### src/rtl/fir_sym_mac.sv
// fir_sym_mac: symmetric FIR, one pre-added tap pair MAC per cycle with registered ROM coefficients
module fir_sym_mac #(
  parameter int WIDTH_DATA    = 8,
  parameter int WIDTH_COEF0   = 8,
  parameter int N_TAPS        = 16,
  parameter int WIDTH_MAC_OUT = 8,
  parameter int OUT_SHIFT     = 0
) (
  input  logic                              clk,
  input  logic                              clr,
  input  logic                              in_valid,
  input  logic signed [WIDTH_DATA-1:0]      in_data,
  output logic                              in_ready,
  output logic [$clog2(N_TAPS/2)-1:0]       rom_add,
  input  logic signed [WIDTH_COEF0-1:0]     rom_q,
  output logic                              out_valid,
  output logic signed [WIDTH_MAC_OUT-1:0]   out_data
);
  localparam int H  = N_TAPS / 2;
  localparam int AW = $clog2(H);
  localparam int WP = WIDTH_DATA + 1 + WIDTH_COEF0;
  localparam int WA = WP + AW;
  localparam logic signed [WA-1:0] OMAX = {{(WA-WIDTH_MAC_OUT+1){1'b0}}, {(WIDTH_MAC_OUT-1){1'b1}}};
  localparam logic signed [WA-1:0] OMIN = ~OMAX;
  typedef enum logic [1:0] {IDLE, RUN, LAST, DONE} state_t;
  state_t state, state_nxt;
  logic signed [WIDTH_DATA-1:0] x [N_TAPS];
  logic [AW-1:0] j;
  logic [AW:0] ja, jb;
  logic mac_en, accept, last_k;
  logic signed [WIDTH_DATA:0] pre;
  logic signed [WP-1:0] prod;
  logic signed [WA-1:0] acc, acc_nxt, sh;
  // j is the address presented last cycle, so rom_q now holds its coefficient
  always_comb begin
    in_ready  = state == IDLE;
    out_valid = state == DONE;
    accept    = in_valid && state == IDLE;
    last_k    = rom_add == AW'(H - 1);
    state_nxt = state == IDLE ? (in_valid ? RUN : IDLE)
              : state == RUN  ? (last_k ? LAST : RUN)
              : state == LAST ? DONE : IDLE;
    ja        = {1'b0, j};
    jb        = (AW+1)'(N_TAPS - 1) - ja;
    pre       = (WIDTH_DATA+1)'(x[ja]) + (WIDTH_DATA+1)'(x[jb]);
    prod      = WP'(pre) * WP'(rom_q);
    acc_nxt   = mac_en ? acc + WA'(prod) : acc;
    sh        = acc_nxt >>> OUT_SHIFT;
  end
  always_ff @(posedge clk) begin
    if (clr) begin
      state    <= IDLE;
      x        <= '{default: '0};
      acc      <= '0;
      rom_add  <= '0;
      j        <= '0;
      mac_en   <= 1'b0;
      out_data <= '0;
    end else begin
      state   <= state_nxt;
      mac_en  <= state == RUN;
      j       <= rom_add;
      acc     <= accept ? '0 : acc_nxt;
      rom_add <= (state == RUN && !last_k) ? rom_add + 1'b1 : '0;
      if (accept) begin
        for (int i = N_TAPS - 1; i > 0; i--) x[i] <= x[i-1];
        x[0] <= in_data;
      end
      if (state == LAST)
        out_data <= sh > OMAX ? OMAX[WIDTH_MAC_OUT-1:0]
                  : sh < OMIN ? OMIN[WIDTH_MAC_OUT-1:0] : sh[WIDTH_MAC_OUT-1:0];
    end
  end
endmodule

### config.mk
export PLATFORM = sky130hd
export DESIGN_NAME = fir_sym_mac
export DESIGN_NICKNAME = d
export VERILOG_FILES = /design/src/rtl/fir_sym_mac.sv
export SDC_FILE = /design/constraint.sdc
export NUM_CORES = 1
export LEC_CHECK = 0
export BUFFER_PORTS_ARGS = -buffer_cell sky130_fd_sc_hd__buf_2
export CORE_MARGIN = 5
export CORE_UTILIZATION = 50
export DETAILED_ROUTE_END_ITERATION = 10
export PLACE_DENSITY = 0.69
export SLEW_MARGIN = 25
export SYNTH_ARGS = -nofsm -noshare
export SYNTH_HDL_FRONTEND = slang
export SYNTH_SLANG_ARGS = --single-unit
### constraint.sdc
create_clock -name clk -period 8.91 [get_ports clk]
set_input_delay 1.782 -clock clk [delete_from_list [all_inputs] [get_ports clk]]
set_output_delay 1.782 -clock clk [all_outputs]
set_load 0.03 [all_outputs]
# == Word level (Yosys, flattened, before mapping) ==
# Index checks and enable logic that the tools add are counted.
# classes
n_addsub,4
n_mul,1
order_cmp,4
eq_ne,4
muxes,14
n_bitwise,3
reduce_logical,6
# ops
cell,n
binary-select mux 8 bit (select 4 bit),2
2-to-1 mux 8 bit,6
adder 20 x 17 -> 20 bit,1
"greater-than comparator 20 x 8 -> 1 bit, second input constant",1
"< comparator 20 x 8 -> 1 bit, second input constant",1
2-to-1 mux 20 bit,1
multiplier 9 x 8 -> 17 bit,1
">= comparator 5 bit, second input constant",2
adder 8 x 8 -> 9 bit,1
2-to-1 mux 2 bit,4
inverter 3 -> 5 bit,1
inverter 4 -> 5 bit,1
"== test 2 bit, second input constant",2
OR reduction 2 bit,2
"subtractor 4 x 3 -> 4 bit, first input constant",1
"adder 3 x 1 -> 3 bit, second input constant",1
"== test 3 bit, second input constant",1
"== test 2 x 1 -> 1 bit, second input constant",1
logical AND 1 bit,2
zero test 2 bit,1
zero test 1 bit,1
2-to-1 mux 1 bit,1
inverter 1 bit,1
# word_totals
register_bits,165
input_bits,19
out_inout_bits,13
elab_cells,58

# == Depth between registers and ports, before layout ==
# Gate-level depths: netlist of run 1.
# depth
ltp_word,12
depth_mapped,34
depth_no_buf,32

# == Worst setup path before layout of run 1 ==
# OpenSTA, ideal clock, no wires.
# synth_path
path_kind,reg2reg
startpoint,register j[0]
endpoint,register out_data[2]
setup_ns,0.132
arrival_ns,9.004
required_time_ns,8.778
slack_ns,-0.225
stages_incl_launch_ff,33
n_path_buf,2
synth_period_minus_slack_ns,9.135
cell_sequence,dfxtp_1 clkbuf_1 buf_1 mux4_2 mux2_2 ha_1 inv_1 fa_1 inv_1 a21o_1 a21oi_1 o21bai_1 a21o_1 a211oi_1 mux2i_1 nor2b_1 fa_1 fa_1 inv_1 fa_1 inv_1 fa_1 ha_1 ha_1 and2_4 a221oi_2 a21oi_2 o41ai_2 nand2_1 or2_1 a311o_1 o22ai_4 o32ai_1
# synth_between
elab_chain_len,12
word_cells_on_any_way,17
cone_classes,add/sub: 3; mul: 1; order compare: 2; mux: 9; bitwise: 2
# synth_rtl
item,line,source
start: declaration,28,logic [AW-1:0] j;
start signal: assignment,62,j <= rom_add;
subtractor 4 x 3 -> 4 bit,44,jb = (AW+1)'(N_TAPS - 1) - ja;
inverter 4 -> 5 bit (not written as such),45,pre = (WIDTH_DATA+1)'(x[ja]) + (WIDTH_DATA+1)'(x[jb]);
binary-select mux 8 bit (select 4 bit),45,
2-to-1 mux 8 bit (not written as such) (2 in a row),45,
adder 8 x 8 -> 9 bit (*),45,
multiplier 9 x 8 -> 17 bit (*),46,prod = WP'(pre) * WP'(rom_q);
adder 20 x 17 -> 20 bit (*),47,acc_nxt = mac_en ? acc + WA'(prod) : acc;
2-to-1 mux 20 bit (*),47,
< comparator 20 x 8 -> 1 bit,71,: sh < OMIN ? OMIN[WIDTH_MAC_OUT-1:0] : sh[WIDTH_MAC_OUT-1:0];
2-to-1 mux 8 bit,71,
2-to-1 mux 8 bit (*),70,out_data <= sh > OMAX ? OMAX[WIDTH_MAC_OUT-1:0]
end signal: assignment,70,
end: declaration,17,output logic signed [WIDTH_MAC_OUT-1:0] out_data
# Mark *: on every way between the ends. The rest lies on a longest branch, timed or not. The select of a mux whose other input is x is not followed.
# A chain may end at the register's enable or synchronous reset.

# == Final worst setup path of run 1 ==
# layout_path
startpoint,register j[0]
endpoint,register out_data[5]
# Same word-level chain as after synthesis.

==> results of run 1 <==
==> cells in the final DEF (no fill, tap or decap), types with 3 or more instances in the layout <==
master / n
nand3_1: 4
nor2b_1: 16
nand2b_1: 11
and2_1: 34
inv_8: 5
buf_4: 12
a22o_1: 129
fa_1: 92
xor2_1: 4
o21a_1: 3
buf_2: 31
o21ai_0: 8
a21oi_1: 14
o32ai_1: 7
or3_1: 7
nand4_1: 4
mux2_2: 14
nor3_1: 5
xnor2_1: 15
ha_1: 56
and3_1: 3
inv_1: 87
a211oi_1: 10
clkbuf_16: 17
o21bai_1: 4
mux2i_1: 12
dfxtp_1: 163
a21o_1: 9
mux4_2: 32
nor2_1: 49
nand2_1: 29
a31oi_1: 4
==> cell type report <==
type / count / area, sq um / area share, %
timing repair buffer: 45 / 268 / 2.38
clock inverter: 15 / 170 / 1.51
clock buffer: 17 / 425 / 3.78
tap: 270 / 338 / 3.00
multi-input combinational: 613 / 6420 / 57.0
sequential: 165 / 3310 / 29.4
inverter: 87 / 327 / 2.90
==> cells by family after synthesis <==
kind of cell | after synthesis
fa+ha+maj | 148
compound gates | 210
buf+inv | 137
mux | 58
xor+xnor | 21
flops | 165
simple gates | 176
==> per-stage QoR <==
step	hold WS, ps	setup slack (ps)
2_1_floorplan	445	163
3_3_place_gp	458	515
3_5_place_dp	464	362
4_1_cts	484	252
5_1_grt	497	-32.5
6_report	479	529
==> layer usage <==
layer,wire length [um],global-route usage (%),part of all wire (%)
met1,9800,25.9,49
met2,9450,27.9,47
met3,555,2.83,2.7
met4,387,5.05,1.9
met5,0,0,0
==> sequential cells by signal (all words and copies together), names as in the netlist <==
name and cells:
out_data 8, rom_add 3, acc 20, state 2, x 128, j 3, mac_en 1
==> critical path: cells and delay by family (launching register included) <==
kind / cells / cell delay (ps)
AO/OA/AOI/OAI: 11 / 2390
flip-flops: 1 / 500
adder cells (fa/ha/maj): 7 / 3130
buffers and inverters: 2 / 130
AND/OR/NAND/NOR: 5 / 1060
multiplexers: 2 / 810
XOR/XNOR: 1 / 230
==> cells in the mapped netlist, types with 2 or more instances <==
cell        n
dfxtp_1   165
a22o_1    129
fa_1       92
inv_1      87
ha_1       56
nor2_1     50
clkbuf_1   42
and2_1     34
mux4_2     32
nand2_1    29
nor2b_1    18
xnor2_1    16
a21oi_1    15
mux2_2     14
mux2i_1    12
nand2b_1   11
a211oi_1   10
a21o_1      9
o21ai_0     8
o32ai_1     7
or3_1       7
buf_1       6
nor3_1      5
a31oi_1     4
nand3_1     4
nand4_1     4
o21bai_1    4
xor2_1      4
and3_1      3
o21a_1      3
buf_2       2
nor4_1      2
o211a_1     2
or2_1       2
==> final timing paths <==
path / start / end / slack (ps) / cells past startpoint
min reg2reg: x[2] / x[2] / 480 / 1
min: x[2] / x[2] / 480 / 1
max: j[0] / out_data[5] / 530 / 28
max reg2reg: j[0] / out_data[5] / 530 / 28
==> power groups by stage <==
stage / Combinational, W / Clock, W / Sequential (W)
after global placement: 0.000750 / 0 / 0.000785
after floorplan: 0.000611 / 0 / 0.000778
after detailed placement: 0.000760 / 0 / 0.000785
after global routing: 0.000874 / 0.000786 / 0.000770
final: 0.000766 / 0.000737 / 0.000768
after CTS: 0.000771 / 0.000756 / 0.000768
==> impl_metrics.py, run 1 <==
metrics = {
    "yosys": {
        "yosys_warnings": 0,
        "yosys_register_bits": 165,
        "synthFlopType": "dfxtp_1",
        "synth_xor_area_share_pct": 1.88,
        "post-synth-top-area-cell": "dfxtp_1",
        "synth_top_family_by_area": "adder cells",
        "synth-edff-count": 0,
        "synth_simple_gate_area_share_pct": 8.87,
        "synthCells": 915,
        "async_flop_share_pct": 0,
        "synth_fa_ha_area_share_pct": 24.9,
        "avgSynthCellArea_sq_um": 11.2,
        "yosysSeqAreaShare_pct": 32.4,
        "yosysTopAreaCellShare_pct": 32.4,
        "synth.distinct_cells": 61,
        "synth_compound_area_share_pct": 17.2,
        "synth.area.mux_share_pct": 9.78,
        "synth.cell_area_sq_mm": 0.0102,
        "synth.area.top_cells": "dfxtp_1 32%, fa_1 18%, a22o_1 11%",
        "syn_nets": 1082,
    },
    "pwr": {
        "p_leak_nw": 4.94,
        "p_comb_share_pct": 33.7,
        "power_switching_w": 0.000800,
        "peakVddDrop_uv": 123,
        "switching_share_pct": 35.2,
        "total_power_w": 0.00227,
        "pwr-share-clk_pct": 32.5,
        "intPower_w": 0.00147,
        "cellPowerDensity_mw_per_mm2": 202,
        "p_seq_share_pct": 33.8,
    },
    "timing": {
        "fin_crit_ps": 8380,
        "drv_slew": 0,
        "maxSlewHeadroom_pct": 42.2,
        "max_slew.worst_pin.slew_ps": 861,
        "setup_viol": 0,
        "fmax_ghz": 0.119,
        "finalCritPeriodShare_pct": 94.1,
        "fin_skew_ps": 13.6,
        "tns_ps": 0,
        "hold_viol_final": 0,
    },
    "clock_tree": {
        "cts_max_level": 4,
        "clk_latency_ps": 430,
        "cts_num_sinks": 165,
        "clkSlewWorstSetupHoldPaths_ps": 70,
        "cts_tree": "done",
        "cts_root_buf": "clkbuf_16",
        "hold_buffers": 0,
        "cts_made_buffers": 17,
        "cts_setup_buffers": 0,
        "clockBufferDepth": 2,
        "post_cts_resized": 0,
    },
    "floorplanning": {
        "die_x_um": 153,
        "die_area_sq_mm": 0.0234,
        "core-area_sq_mm": 0.0202,
        "pin_count": 32,
        "rows": 52,
        "die_h_um": 153,
        "start_util_pct": 50.6,
    },
    "detailed_routing": {
        "ant_nets": 0,
        "firstDrtPassIters": 5,
        "wl_um": 20200,
        "via_per_inst": 5.63,
        "drt_iter0_drc": 412,
        "post-route-drc-count": 0,
        "vias": 6826,
        "wire_per_inst_um": 16.7,
    },
    "placed_design": {
        "routabilityCongestion": 0.842,
        "place_inst": 1180,
        "dp_hpwl_um": 14700,
        "io_buffers": 31,
        "placed_cell_area_sq_mm": 0.0106,
    },
    "worst_setup_path": {
        "cp_max_fo": 13,
        "cp-start-kind": "flip-flop",
        "timing.critical_path.to_type": "flip-flop",
        "arrival_ps": 8680,
        "cpMaxStageDelayCell": "fa_1",
        "cp_slowest_stage_delay_ps": 580,
        "cpMostUsedCell": "fa_1",
        "setup.worst_path.class": "flip-flop to flip-flop",
        "cp.required_ps": 9210,
    },
    "grt": {
        "antenna_found_initial": 0,
        "grt_max_degree": 110,
        "grtUsageTotal_pct": 17.9,
        "grt-ovfl-total": 0,
        "grt_pass1_wl_um": 34900,
        "grt_pass1_vias": 6899,
    },
    "cells_and_area": {
        "antennaDiodeCount": 0,
        "drive_gt1_share_pct": 14.5,
        "finalNonFillerCells": 1212,
        "area_growth_pct": 10.3,
        "nFillCells": 1731,
        "fin_nets": 1096,
        "final_util_pct": 55.8,
        "fin_area_sq_mm": 0.0113,
    },
    "flow_run": {
        "cap_violations": 0,
    },
    "outcome": {
        "status": "finished, final reports clean",
    },
    "hold_path": {
        "hold_class": "flip-flop to flip-flop",
    },
}
No activity file was read; power rests on OpenSTA's default activity.
==> inputs of run 2 (changes only) <==
ABC_AREA = 1   (was unset)
==> impl_metrics.py, run 2 <==
metrics = {
    "clock_tree": {
        "hold_buffers": 0,
        "cts_max_level": 4,
        "cts_num_sinks": 165,
        "post_cts_resized": 0,
        "cts_tree": "done",
        "clkSlewWorstSetupHoldPaths_ps": 70,
        "cts_made_buffers": 17,
        "cts_root_buf": "clkbuf_16",
        "clockBufferDepth": 2,
        "clk_latency_ps": 430,
        "cts_setup_buffers": 0,
    },
    "yosys": {
        "syn_nets": 1568,
        "yosys_register_bits": 165,
        "yosys.cell_count.top_type": "inv_1",
        "avgSynthCellArea_sq_um": 7.72,
        "synth.cell_area_sq_mm": 0.0108,
        "synth_top_family_by_area": "adder cells",
        "synthCells": 1401,
        "synth.area.top_cells": "dfxtp_1 31%, fa_1 17%, inv_1 11%",
        "synth.distinct_cells": 38,
        "synth-edff-count": 0,
        "synth.area.mux_share_pct": 0,
        "yosys_warnings": 0,
        "synth_xor_area_share_pct": 0.312,
        "post-synth-top-area-cell": "dfxtp_1",
        "synth_commonest_cells": "308 x inv_1, 217 x nand2_1, 165 x dfxtp_1",
        "yosysTopAreaCellShare_pct": 30.5,
        "yosysSeqAreaShare_pct": 30.5,
        "synthFlopType": "dfxtp_1",
        "synth_fa_ha_area_share_pct": 23.5,
        "async_flop_share_pct": 0,
        "synth_compound_area_share_pct": 16.2,
        "synth_simple_gate_area_share_pct": 16.1,
    },
    "worst_setup_path": {
        "cp_max_fo": 78,
        "setup.worst_path.class": "flip-flop to flip-flop",
        "cp-start-kind": "flip-flop",
        "rrSetupSlack_ps": 930,
        "cp.required_ps": 9240,
        "timing.critical_path.to_type": "flip-flop",
        "r2r_start": "j[0]",
        "cp_slowest_stage_delay_ps": 660,
        "worstReg2RegEnd": "out_data[5]",
        "cpMaxStageDelayCell": "fa_1",
        "arrival_ps": 8310,
        "r2r_cells": 36,
    },
    "pwr": {
        "cellPowerDensity_mw_per_mm2": 345,
        "p_leak_nw": 5.29,
        "p_seq_share_pct": 19.2,
        "p_comb_share_pct": 62.0,
        "power_switching_w": 0.00196,
        "switching_share_pct": 48.1,
        "intPower_w": 0.00211,
        "pwr-share-clk_pct": 18.8,
        "peakVddDrop_uv": 203,
    },
    "floorplanning": {
        "core-area_sq_mm": 0.0212,
        "start_util_pct": 51.2,
        "die_area_sq_mm": 0.0247,
        "pin_count": 32,
        "die_h_um": 157,
        "die_x_um": 157,
        "rows": 53,
    },
    "timing": {
        "fin_crit_ps": 7980,
        "hold_viol_final": 0,
        "fin_skew_ps": 14.0,
        "maxSlewHeadroom_pct": 33.4,
        "worst_slack_ps": 928,
        "drv_slew": 0,
        "tns_ps": 0,
        "setup_viol": 0,
        "max_slew.worst_pin.slew_ps": 999,
        "holdWs_ps": 460,
        "grt_setup_unrepaired": "no",
        "fmax_ghz": 0.125,
        "finalCritPeriodShare_pct": 89.6,
    },
    "detailed_routing": {
        "vias": 8847,
        "wl_um": 24700,
        "post-route-drc-count": 0,
        "firstDrtPassIters": 5,
        "wire_per_inst_um": 14.6,
        "via_per_inst": 5.23,
        "ant_nets": 0,
        "drt_iter0_drc": 605,
    },
    "cells_and_area": {
        "antennaDiodeCount": 0,
        "area_growth_pct": 8.97,
        "layout_commonest_cell": "inv_1",
        "final_cell_mix": "308 x inv_1, 216 x nand2_1, 164 x dfxtp_1",
        "drive_gt1_share_pct": 8.48,
        "reg_top3": "x: 128 flops, acc: 20 flops, out_data: 8 flops",
        "largest_reg_flops": 128,
        "fin_nets": 1569,
        "largest_register": "x",
    },
    "hold_path": {
        "min_to": "j[1]",
        "hold_depth": 2,
        "hold_class": "flip-flop to flip-flop",
        "hold_start": "rom_add[1]",
    },
    "grt": {
        "grtUsageTotal_pct": 21.3,
        "grt_pass1_wl_um": 42900,
        "grt_max_degree": 98,
        "grt-ovfl-total": 0,
        "antenna_found_initial": 0,
        "grt_pass1_vias": 8743,
    },
    "flow_run": {
        "cap_violations": 0,
    },
    "placed_design": {
        "routabilityCongestion": 0.910,
        "io_buffers": 31,
        "place_ws_ps": 915,
        "dp_hpwl_um": 18000,
    },
    "outcome": {
        "status": "finished, final reports clean",
    },
}
## run 2: changes by cell type after synthesis, moves of 32 or more
cell / change
nor2_1: +49
a22o_1: -129
mux4_2: -32
a21oi_1: +58
nand3_1: +41
o22ai_1: +112
nand2_1: +188
o21ai_0: +71
and2_1: -32
inv_1: +221
## run 2: area by class of cell
cell class / instances / area (sq um)
repair buffers: 45 / 260
fillers: 1985 / 9360
clock buffers: 18 / 429
inverters: 314 / 1180
well taps: 275 / 344
multi-input cells: 859 / 6090
flip-flops and latches: 165 / 3300
clock inverters: 14 / 185
## run 2: logic make-up after synthesis
| group | count (synthesis) |
|---|---|
| and+or+nand+nor | 405 |
| buffers and inverters | 377 |
| AOI/OAI and AO/OA | 303 |
| DFF | 165 |
| adders and majority gates | 148 |
| xor gates and xnor gates | 3 |
## run 2: how the worst max path moves through the flow
| stage | start | endpoint | slack [ps] | depth (start not counted) |
|---|---|---|---|---|
| 2_1_floorplan | j[0] | out_data[1] | 1550 | 37 |
| 3_3_place_gp | j[0] | out_data[0] | 1060 | 37 |
| 3_5_place_dp | j[0] | out_data[5] | 920 | 36 |
| 4_1_cts | j[0] | out_data[5] | 890 | 36 |
| 5_1_grt | j[0] | out_data[6] | 150 | 37 |
| 6_report | j[0] | out_data[5] | 930 | 36 |
## run 2: per-layer routing
metal	global-route usage [%]	share of wire, %
met1	31.7	49
met2	32.7	44
met3	3.49	5.5
met4	4.83	1.2
met5	0	0
## run 2: per-stage QoR
step	total power (W)	instance area [sq um]	std cells	util (%)
after floorplan	0.00279	10800	1401	-
after global placement	0.00329	11200	1658	52.8
after detailed placement	0.00332	11200	1658	52.8
after CTS	0.00411	11800	1690	55.7
after global routing	0.00453	11800	1690	55.7
final	0.00407	11800	1690	55.7
## run 2: critical path: cells and delay by family, from the launching register on
kind,cells,cell delay [ps]
adder cells (fa/ha/maj),7,3310
AO/OA/AOI/OAI,8,1290
AND/OR/NAND/NOR,14,1720
flip-flops,1,330
buffers and inverters,7,1190
## run 2: power groups by stage
| stage | clock, W | sequential, W | combinational, W |
|---|---|---|---|
| CTS | 0.000779 | 0.000781 | 0.00255 |
| global placement | 0 | 0.000798 | 0.00249 |
| detailed placement | 0 | 0.000798 | 0.00252 |
| floorplan | 0 | 0.000793 | 0.00200 |
| global route | 0.000814 | 0.000784 | 0.00293 |
| finish | 0.000767 | 0.000780 | 0.00253 |
